$ cat config.mk
export PLATFORM = sky130hd
export DESIGN_NAME = frame_dispatch
export DESIGN_NICKNAME = d
export VERILOG_FILES = /design/src/rtl/frame_dispatch_pkg.sv /design/src/rtl/frame_dispatch_admit.sv /design/src/rtl/frame_dispatch.sv
export SDC_FILE = /design/constraint.sdc
export NUM_CORES = 1
export LEC_CHECK = 0
export CAP_MARGIN = 20
export CORE_ASPECT_RATIO = 1.5
export CORE_UTILIZATION = 40
export CTS_BUF_LIST = sky130_fd_sc_hd__clkbuf_8 sky130_fd_sc_hd__clkbuf_16
export DETAILED_ROUTE_END_ITERATION = 12
export PLACE_DENSITY = 0.66
export SYNTH_ARGS = -nofsm -noshare
export SYNTH_HDL_FRONTEND = slang
export SYNTH_SLANG_ARGS = --single-unit
$ cat constraint.sdc
create_clock -name clk -period 5.3 [get_ports clk]
set_clock_uncertainty 0.1 [all_clocks]
set_input_delay 1.06 -clock clk [delete_from_list [all_inputs] [get_ports clk]]
set_output_delay 1.06 -clock clk [all_outputs]
set_load 0.005 [all_outputs]
$ cat src/rtl/frame_dispatch_pkg.sv
// Shared state encoding, header/pointer field positions and defaults for frame_dispatch.
package frame_dispatch_pkg;

  typedef enum logic [2:0] {
    ST_IDLE,
    ST_HDR2,
    ST_DATA,
    ST_COMMIT,
    ST_DISCARD
  } state_t;

  localparam int MAX_LEN_DEF   = 1518;
  localparam int BP_THRESH_DEF = 1600;

  // First header byte: {len[11:8], portmap[3:0]}
  localparam int HDR_MAP_LSB = 0;
  localparam int HDR_MAP_MSB = 3;
  localparam int HDR_LEN_LSB = 4;
  localparam int HDR_LEN_MSB = 7;

  // Pointer word: {err, portmap[3:0], frame_len[10:0]}
  localparam int ERR_BIT = 15;
  localparam int MAP_MSB = 14;
  localparam int MAP_LSB = 11;
  localparam int LEN_MSB = 10;
  localparam int LEN_LSB = 0;

  function automatic logic [15:0] make_ptr(input logic err, input logic [3:0] map,
                                           input logic [10:0] len);
    logic [15:0] w;
    w                  = '0;
    w[ERR_BIT]         = err;
    w[MAP_MSB:MAP_LSB] = map;
    w[LEN_MSB:LEN_LSB] = len;
    return w;
  endfunction

endpackage

$ cat src/rtl/frame_dispatch_admit.sv
// Combinational admission mask: a port takes the frame only if it is mapped, its pointer
// FIFO has room and its data FIFO can hold the whole frame.
module frame_admit
  import frame_dispatch_pkg::*;
#(
  parameter int MAX_LEN = MAX_LEN_DEF
) (
  input  logic [3:0]       portmap,
  input  logic [3:0]       ptr_full,
  input  logic [3:0][11:0] space,
  input  logic [11:0]      frame_len,
  output logic [3:0]       admit
);

  localparam logic [11:0] MAX_LEN_W = 12'(MAX_LEN);

  logic len_ok;
  assign len_ok = (frame_len != 12'd0) && (frame_len <= MAX_LEN_W);

  genvar gi;
  generate
    for (gi = 0; gi < 4; gi++) begin : g_admit
      assign admit[gi] = len_ok && portmap[gi] && !ptr_full[gi] && (space[gi] >= frame_len);
    end
  endgenerate

endmodule

$ cat src/rtl/frame_dispatch.sv
// Consumes the sof/dv/data frame stream, multicasts frame bytes into up to four egress data
// FIFOs, strips pad and commits one pointer word per admitted port.
module frame_dispatch
  import frame_dispatch_pkg::*;
#(
  parameter int MAX_LEN   = MAX_LEN_DEF,
  parameter int BP_THRESH = BP_THRESH_DEF
) (
  input  logic        clk,
  input  logic        rstn,
  input  logic        sof,
  input  logic        dv,
  input  logic [7:0]  data,
  output logic        bp0,
  output logic        bp1,
  output logic        bp2,
  output logic        bp3,
  input  logic [11:0] dfifo_space0,
  input  logic [11:0] dfifo_space1,
  input  logic [11:0] dfifo_space2,
  input  logic [11:0] dfifo_space3,
  input  logic [3:0]  ptr_full,
  output logic [3:0]  dfifo_wr,
  output logic [7:0]  dfifo_din,
  output logic [3:0]  ptr_wr,
  output logic [15:0] ptr_din,
  output logic        frame_drop
);

  localparam logic [11:0] BP_THRESH_W = 12'(BP_THRESH);

  state_t      state_reg, state_next;
  logic [3:0]  portmap_reg, portmap_next;
  logic [3:0]  len_hi_reg, len_hi_next;
  logic [10:0] frame_len_reg, frame_len_next;
  logic [10:0] byte_cnt_reg, byte_cnt_next;
  logic [3:0]  admit_reg, admit_next;
  logic        err_reg, err_next;
  logic [3:0]  dfifo_wr_reg, dfifo_wr_next;
  logic [7:0]  dfifo_din_reg, dfifo_din_next;
  logic [3:0]  ptr_wr_reg, ptr_wr_next;
  logic [15:0] ptr_din_reg, ptr_din_next;
  logic        frame_drop_reg, frame_drop_next;
  logic [3:0]  bp_reg, bp_next;

  logic [3:0][11:0] space_all;
  logic [11:0]      hdr_len;
  logic [3:0]       admit_mask;

  assign space_all = {dfifo_space3, dfifo_space2, dfifo_space1, dfifo_space0};
  // Header length includes the two header bytes; only meaningful in HDR2.
  assign hdr_len   = {len_hi_reg, data} - 12'd2;

  frame_admit #(
    .MAX_LEN (MAX_LEN)
  ) u_admit (
    .portmap   (portmap_reg),
    .ptr_full  (ptr_full),
    .space     (space_all),
    .frame_len (hdr_len),
    .admit     (admit_mask)
  );

  genvar gi;
  generate
    for (gi = 0; gi < 4; gi++) begin : g_bp
      assign bp_next[gi] = space_all[gi] < BP_THRESH_W;
    end
  endgenerate

  always_comb begin
    state_next      = state_reg;
    portmap_next    = portmap_reg;
    len_hi_next     = len_hi_reg;
    frame_len_next  = frame_len_reg;
    byte_cnt_next   = byte_cnt_reg;
    admit_next      = admit_reg;
    err_next        = err_reg;
    dfifo_wr_next   = '0;
    dfifo_din_next  = dfifo_din_reg;
    ptr_wr_next     = '0;
    ptr_din_next    = ptr_din_reg;
    frame_drop_next = 1'b0;

    case (state_reg)
      ST_IDLE: begin
        if (sof && dv) begin
          portmap_next = data[HDR_MAP_MSB:HDR_MAP_LSB];
          len_hi_next  = data[HDR_LEN_MSB:HDR_LEN_LSB];
          state_next   = ST_HDR2;
        end
      end

      ST_HDR2: begin
        if (!dv) begin
          state_next = ST_IDLE;
        end else begin
          frame_len_next = hdr_len[10:0];
          admit_next     = admit_mask;
          byte_cnt_next  = '0;
          err_next       = 1'b0;
          if (admit_mask == 4'd0) begin
            frame_drop_next = 1'b1;
            state_next      = ST_DISCARD;
          end else begin
            state_next = ST_DATA;
          end
        end
      end

      ST_DATA: begin
        if (sof && dv) begin
          // A new frame cut this one short: commit it as errored and parse the new header.
          ptr_wr_next  = admit_reg;
          ptr_din_next = make_ptr(1'b1, admit_reg, byte_cnt_reg);
          portmap_next = data[HDR_MAP_MSB:HDR_MAP_LSB];
          len_hi_next  = data[HDR_LEN_MSB:HDR_LEN_LSB];
          state_next   = ST_HDR2;
        end else if (dv) begin
          dfifo_din_next = data;
          dfifo_wr_next  = admit_reg;
          byte_cnt_next  = byte_cnt_reg + 11'd1;
          if (byte_cnt_reg + 11'd1 == frame_len_reg) state_next = ST_COMMIT;
        end else begin
          err_next   = 1'b1;
          state_next = ST_COMMIT;
        end
      end

      ST_COMMIT: begin
        ptr_wr_next  = admit_reg;
        ptr_din_next = make_ptr(err_reg, admit_reg, byte_cnt_reg);
        if (sof && dv) begin
          portmap_next = data[HDR_MAP_MSB:HDR_MAP_LSB];
          len_hi_next  = data[HDR_LEN_MSB:HDR_LEN_LSB];
          state_next   = ST_HDR2;
        end else if (dv) begin
          state_next = ST_DISCARD;
        end else begin
          state_next = ST_IDLE;
        end
      end

      ST_DISCARD: begin
        if (sof && dv) begin
          portmap_next = data[HDR_MAP_MSB:HDR_MAP_LSB];
          len_hi_next  = data[HDR_LEN_MSB:HDR_LEN_LSB];
          state_next   = ST_HDR2;
        end else if (!dv) begin
          state_next = ST_IDLE;
        end
      end

      default: state_next = ST_IDLE;
    endcase
  end

  always_ff @(posedge clk or negedge rstn) begin
    if (!rstn) begin
      state_reg      <= ST_IDLE;
      portmap_reg    <= '0;
      len_hi_reg     <= '0;
      frame_len_reg  <= '0;
      byte_cnt_reg   <= '0;
      admit_reg      <= '0;
      err_reg        <= 1'b0;
      dfifo_wr_reg   <= '0;
      dfifo_din_reg  <= '0;
      ptr_wr_reg     <= '0;
      ptr_din_reg    <= '0;
      frame_drop_reg <= 1'b0;
      bp_reg         <= '0;
    end else begin
      state_reg      <= state_next;
      portmap_reg    <= portmap_next;
      len_hi_reg     <= len_hi_next;
      frame_len_reg  <= frame_len_next;
      byte_cnt_reg   <= byte_cnt_next;
      admit_reg      <= admit_next;
      err_reg        <= err_next;
      dfifo_wr_reg   <= dfifo_wr_next;
      dfifo_din_reg  <= dfifo_din_next;
      ptr_wr_reg     <= ptr_wr_next;
      ptr_din_reg    <= ptr_din_next;
      frame_drop_reg <= frame_drop_next;
      bp_reg         <= bp_next;
    end
  end

  assign dfifo_wr   = dfifo_wr_reg;
  assign dfifo_din  = dfifo_din_reg;
  assign ptr_wr     = ptr_wr_reg;
  assign ptr_din    = ptr_din_reg;
  assign frame_drop = frame_drop_reg;
  assign bp0        = bp_reg[0];
  assign bp1        = bp_reg[1];
  assign bp2        = bp_reg[2];
  assign bp3        = bp_reg[3];

endmodule

==> metrics.csv, run 1 <==
metric,value,unit
status,completed,
setup_viol,0,
antenna_found_initial,0,
overflow,0,
final_nets,662,
whs_path_depth,2,
port_buffers,100,
die_w,88.75,µm
crit_path_end_kind,flip-flop,
path_clk_slew,60,ps
slowest_delay,600,ps
yosys_register_bits,75,
largest_reg_flops,16,
synth.avg_cell_area,10.12,µm²
synth_warnings,0,
route.vias.total,3748,
critPathKind,input port to flip-flop,
dp_hpwl,8947,µm
grt_pass1_wl,19440,µm
r2r_cells,10,
rrSetupSlack,1890,ps
max_clock_freq,221.1,MHz
cts_tree,done,
cts_made_buffers,9,
worst_slack,777.2,ps
clock_sinks,75,
worst_path_max_delay_cell,clkdlybuf4s50_1,
power_density,319.5,mW/mm²
syn-num-nets,560,
syn-cell-area,0.004516,mm²
slew_headroom,36.52,%
layout-drive-gt1-share,10.13,%
wl_per_cell,16.58,µm
place_inst,683,
leakagePower,2.667,nW
synthArstFlopShare,100.0,%
hold_start,dfifo_din[7],
timing.hold.ws,372.4,ps
num_rows,47,
area_growth,33.50,%
tightest_slew,952.2,ps
worstPathMaxFanout,7,
hold_buffers,0,
final_antenna_net_count,0,
design.core.area,0.01100,mm²
power.total,1.926,mW
hold_viol,0,
cts.repair.resized,0,
place.gp.congestion,0.8933,
cp-start-kind,input port,
drt_iter0_drc,146,
diodes,0,
syn_inst,446,
fin_cells,700,
rsz0062_at_grt,false,
die_area,0.01173,mm²
cts_root_buf,clkbuf_16,
dieHeight,132.1,µm
grt_pass1_vias,3919,
crit_family,compound AO/OA/AOI/OAI gates,
grt_max_degree,76,
cts_post_setup_buffers_inserted,0,
ioPinCount,101,
reg2reg_from,len_hi_reg[0],
wl,11610,µm
cp.depth,14,
drt-vias-per-instance,5.354,
first_pass_iters,5,
grtUsageTotal,21.71,%
synth-edff-count,0,
clkLatencyLatePin,340,ps
cts_htree_levels,3,
drv_cap,0,
drv_slew,0,
synth.yosys.seq_area_share,41.56,%
max-vdd-ir-drop,183.3,µV
synth_ff_type,dfrtp_1,
rr_endpoint,state_reg[1],
multi_input_area,0.002506,mm²
crit_chain,clkdlybuf4s50_1 > inv_1 > ha_1 > nor3b_1 > buf_4 > nor4b_2 > xnor2_1 > ha_1 > a211o_1 > a21oi_1 > a31oi_1 > nor4_1 > a211oi_2 > a22o_1,
crit_buf_inv,3,
ff_latch_area,0.001877,mm²
post-route-drc-count,0,
crit_top_cell,ha_1,
worstHoldPathType,flip-flop to flip-flop,
critPathRequiredTime,5420,ps
min_period,4523,ps
pre_cts_slack,439.7,ps
worstHoldEndpoint,dfifo_din[7],
nFillCells,1004,
yosysUniqueCellTypes,48,
arrival,4640,ps
start_util,41.06,%
clk_path_buf_depth,2,
fin_setup_tns,0,ps
min_period_over_period,85.34,%
-- placed cells by master, fill, tap and decap left out, types with 4 or more instances in the layout --
master,count
or3_1,5
nor3_1,5
nor2b_1,5
a211oi_1,4
a21oi_1,18
a31oi_1,9
a211o_1,4
nand2_1,57
o21a_1,4
inv_1,16
and3_1,4
bufinv_16,4
xnor2_1,21
ha_1,50
clkbuf_16,9
xor2_1,5
o211ai_1,11
mux2_2,21
a22o_1,5
o31ai_1,5
clkdlybuf4s50_1,99
dfrtp_1,75
and2_1,11
nor2_1,17
a2111o_1,4
nand3_1,11
o21ai_0,40
buf_4,8
-- logic make-up (layout without fill, tap and decap cells) --
kind of cell	count (synthesis)	count (layout)	share of synthesized area [%]
and+or+nand+nor	131	131	14.60
AOI/OAI and AO/OA	111	111	16.18
DFF	75	75	41.56
adders and majority gates	50	50	13.85
buffers and inverters	30	137	2.937
xor gates and xnor gates	27	27	5.403
muxes	22	22	5.459
-- routing by layer --
layer / wire [µm] / part of all wire [%] / global-route usage, %
met2: 6058 / 52 / 38.33
met1: 4702 / 41 / 26.16
met5: 0 / 0 / 0
met3: 583 / 5.0 / 3.381
met4: 261 / 2.2 / 7.527
-- cell usage after synthesis (all sizes together) (12+ instances only) --
| cell | instances | area share (%) |
|---|---|---|
| dfrtp | 75 | 42 |
| nand2 | 57 | 4.7 |
| ha | 50 | 14 |
| o21ai | 41 | 4.6 |
| xnor2 | 22 | 4.4 |
| mux2 | 21 | 5.2 |
| nor2 | 19 | 1.7 |
| a21oi | 18 | 2.0 |
| inv | 14 | 1.2 |
| nand3 | 13 | 1.7 |
| clkbuf | 12 | 1.0 |
-- worst min-delay path: stages, from the launching register on --
cell and delay [ps]:
dfrtp_1 340, nand2_1 50, nand2_1 50
-- worst max path at each step --
stage | start | to | slack, ps
6_report | data[1] | state_reg[1] | 780
5_1_grt | data[1] | state_reg[2] | 520
4_1_cts | data[3] | state_reg[2] | 790
3_5_place_dp | data[3] | state_reg[2] | 440
3_3_place_gp | data[3] | state_reg[2] | 560
2_1_floorplan | data[1] | state_reg[1] | 1370
-- area by class of cell --
cell class                      instances  share of cell area (%)
Tap cell                              147                   3.051
Clock buffer                            9                   3.736
Inverter                               14                  0.8717
Sequential cell                        75                   31.13
Multi-Input combinational cell        341                   41.57
Clock inverter                          7                   2.200
Timing Repair Buffer                  107                   17.43
-- metrics by stage --
stage	utilization (%)	cell area [µm²]
2_1_floorplan	-	4516
3_3_place_gp	51.50	5663
3_5_place_dp	51.50	5663
4_1_cts	54.75	6021
5_1_grt	54.82	6028
6_report	54.82	6028
-- power by group --
group | switching (mW) | total, mW | internal [mW]
Combinational | 0.230 | 0.475 | 0.244
Clock | 0.228 | 0.731 | 0.503
Sequential | 0.0672 | 0.720 | 0.653
Total | 0.526 | 1.93 | 1.40
Note: power is estimated with default switching activity, not from simulation.
==> run 2, diff against run 1 <==
--- a/config.mk
+++ b/config.mk
@@ -5,7 +5,6 @@
 export SDC_FILE = /design/constraint.sdc
 export NUM_CORES = 1
 export LEC_CHECK = 0
-export CAP_MARGIN = 20
 export CORE_ASPECT_RATIO = 1.5
 export CORE_UTILIZATION = 40
 export CTS_BUF_LIST = sky130_fd_sc_hd__clkbuf_8 sky130_fd_sc_hd__clkbuf_16
==> run 2 against run 1 <==
Final cell count down 0.14%; first-iteration DRC count fell by 3.4%; worst hold slack hardly changed; wire length is 0.24% higher; sequential power about the same; core utilization is 0.068 points lower; non-clock buffer count is 1 lower; via count rose by 0.11%; sequential share of layout area is essentially flat; clock power barely moved; die area unchanged.
==> metrics.csv, run 2 (synthesized netlist as in run 1, its figures left out) <==
metric,value,unit
status,completed,
drt_iter0_drc,141,
ioPinCount,101,
crit_chain,clkdlybuf4s50_1 > or4_4 > nor4_1 > xnor2_1 > ha_1 > nand2_1 > a2111o_1 > a31oi_1 > nor4_1 > a211oi_2 > o32ai_1,
overflow,0,
drv_slew,0,
final_nets,661,
worstPathMaxFanout,6,
place_area,0.005663,mm²
die_w,88.75,µm
dieHeight,132.1,µm
crit_buf_inv,1,
drt-vias-per-instance,5.368,
wl,11630,µm
worst_path_max_delay_cell,or4_4,
worstHoldPathType,flip-flop to flip-flop,
final_common_cell,clkdlybuf4s50_1,
cts_root_buf,clkbuf_16,
clock_sinks,75,
clk_path_buf_depth,2,
finish.instance_area,0.006021,mm²
rsz0062_at_grt,false,
arrival,4590,ps
fin_cells,699,
post-route-drc-count,0,
max-vdd-ir-drop,183.6,µV
cp-start-kind,input port,
slew_headroom,25.58,%
die_area,0.01173,mm²
path_clk_slew,60,ps
crit_top_cell,nor4_1,
cts_tree,done,
setup_viol,0,
leakagePower,2.663,nW
cts_htree_levels,3,
hold_start,dfifo_din[7],
fin_setup_tns,0,ps
cts.repair.resized,0,
area_growth,33.33,%
start_util,41.06,%
crit_family,compound AO/OA/AOI/OAI gates,
route.vias.total,3752,
wl_per_cell,16.64,µm
design.core.area,0.01100,mm²
layout_common_cells,"clkdlybuf4s50_1 (99), dfrtp_1 (75), nand2_1 (57)",
dp_hpwl,8947,µm
final_antenna_net_count,0,
power_density,319.7,mW/mm²
antenna_found_initial,0,
grt_max_degree,76,
grt_pass1_vias,3919,
critPathKind,input port to flip-flop,
slowest_delay,650,ps
cts_made_buffers,9,
reg2reg_from,len_hi_reg[0],
drv_cap,0,
first_pass_iters,4,
min_period_over_period,85.39,%
place.gp.congestion,0.8933,
num_rows,47,
layout-drive-gt1-share,9.964,%
cts_post_setup_buffers_inserted,0,
hold_buffers,0,
max_clock_freq,221.0,MHz
clkLatencyLatePin,340,ps
diodes,0,
min_period,4525,ps
cp-startpoint,data[3],
crit_path_end_kind,flip-flop,
tightest_slew,1111,ps
grt_pass1_wl,19440,µm
port_buffers,100,
place_inst,683,
largest_reg_flops,16,
critPathRequiredTime,5370,ps
hold_viol,0,
nFillCells,1004,
final_util,54.75,%
grtUsageTotal,21.71,%
-- run 2: cell count changes in the layout (fill, tap and decap cells not counted) --
cell / previous run / this run
buf_4: 8 / 7
-- run 2: cell type report --
class / count / area (µm²) / share of cell area (%)
tap: 147 / 183.9 / 3.055
sequential: 75 / 1877 / 31.17
timing repair buffer: 106 / 1044 / 17.33
clock inverter: 7 / 132.6 / 2.203
clock buffer: 9 / 225.2 / 3.741
multi-input combinational: 341 / 2506 / 41.63
inverter: 14 / 52.55 / 0.8728
-- run 2: per-layer routing --
metal | global-route usage (%) | up-vias | wire [µm]
met5 | 0 | - | 0
met4 | 7.527 | 0 | 238
met3 | 3.381 | 17 | 568
met2 | 38.33 | 120 | 6113
met1 | 26.16 | 1790 | 4713
li1 | - | 1825 | -
-- run 2: path summary, 6_finish.rpt --
| path | to | slack (ps) | depth (start not counted) |
|---|---|---|---|
| worst max-delay path | state_reg[2] | 770 | 11 |
| worst min-delay path | dfifo_din[7] | 370 | 2 |
| worst max register to register | state_reg[1] | 1890 | 10 |
| worst min register to register | dfifo_din[7] | 370 | 2 |
| max in group asynchronous | frame_len_reg[5] | 3700 | 1 |
| min in group asynchronous | ptr_din[2] | 770 | 1 |
-- run 2: stage by stage --
step                      total power, mW  setup WS, ps  hold WS (ps)
after floorplan                    0.9924          1370         342.2
after global placement              1.187         558.8         362.8
after detailed placement            1.205         439.7         364.7
after CTS                           1.944         793.1         378.9
after global routing                2.037         516.1         406.4
final                               1.925         774.5         372.0
-- run 2: where the power goes --
group / internal (mW) / leakage, nW / switching, mW
combinational: 0.244 / 1.48 / 0.231
clock: 0.503 / 0.182 / 0.227
sequential: 0.653 / 0.998 / 0.0673
total: 1.40 / 2.66 / 0.525
-- run 2: worst min-delay path, stage by stage, from the launching register on --
cell and delay, ps:
dfrtp_1 340, nand2_1 50, nand2_1 50
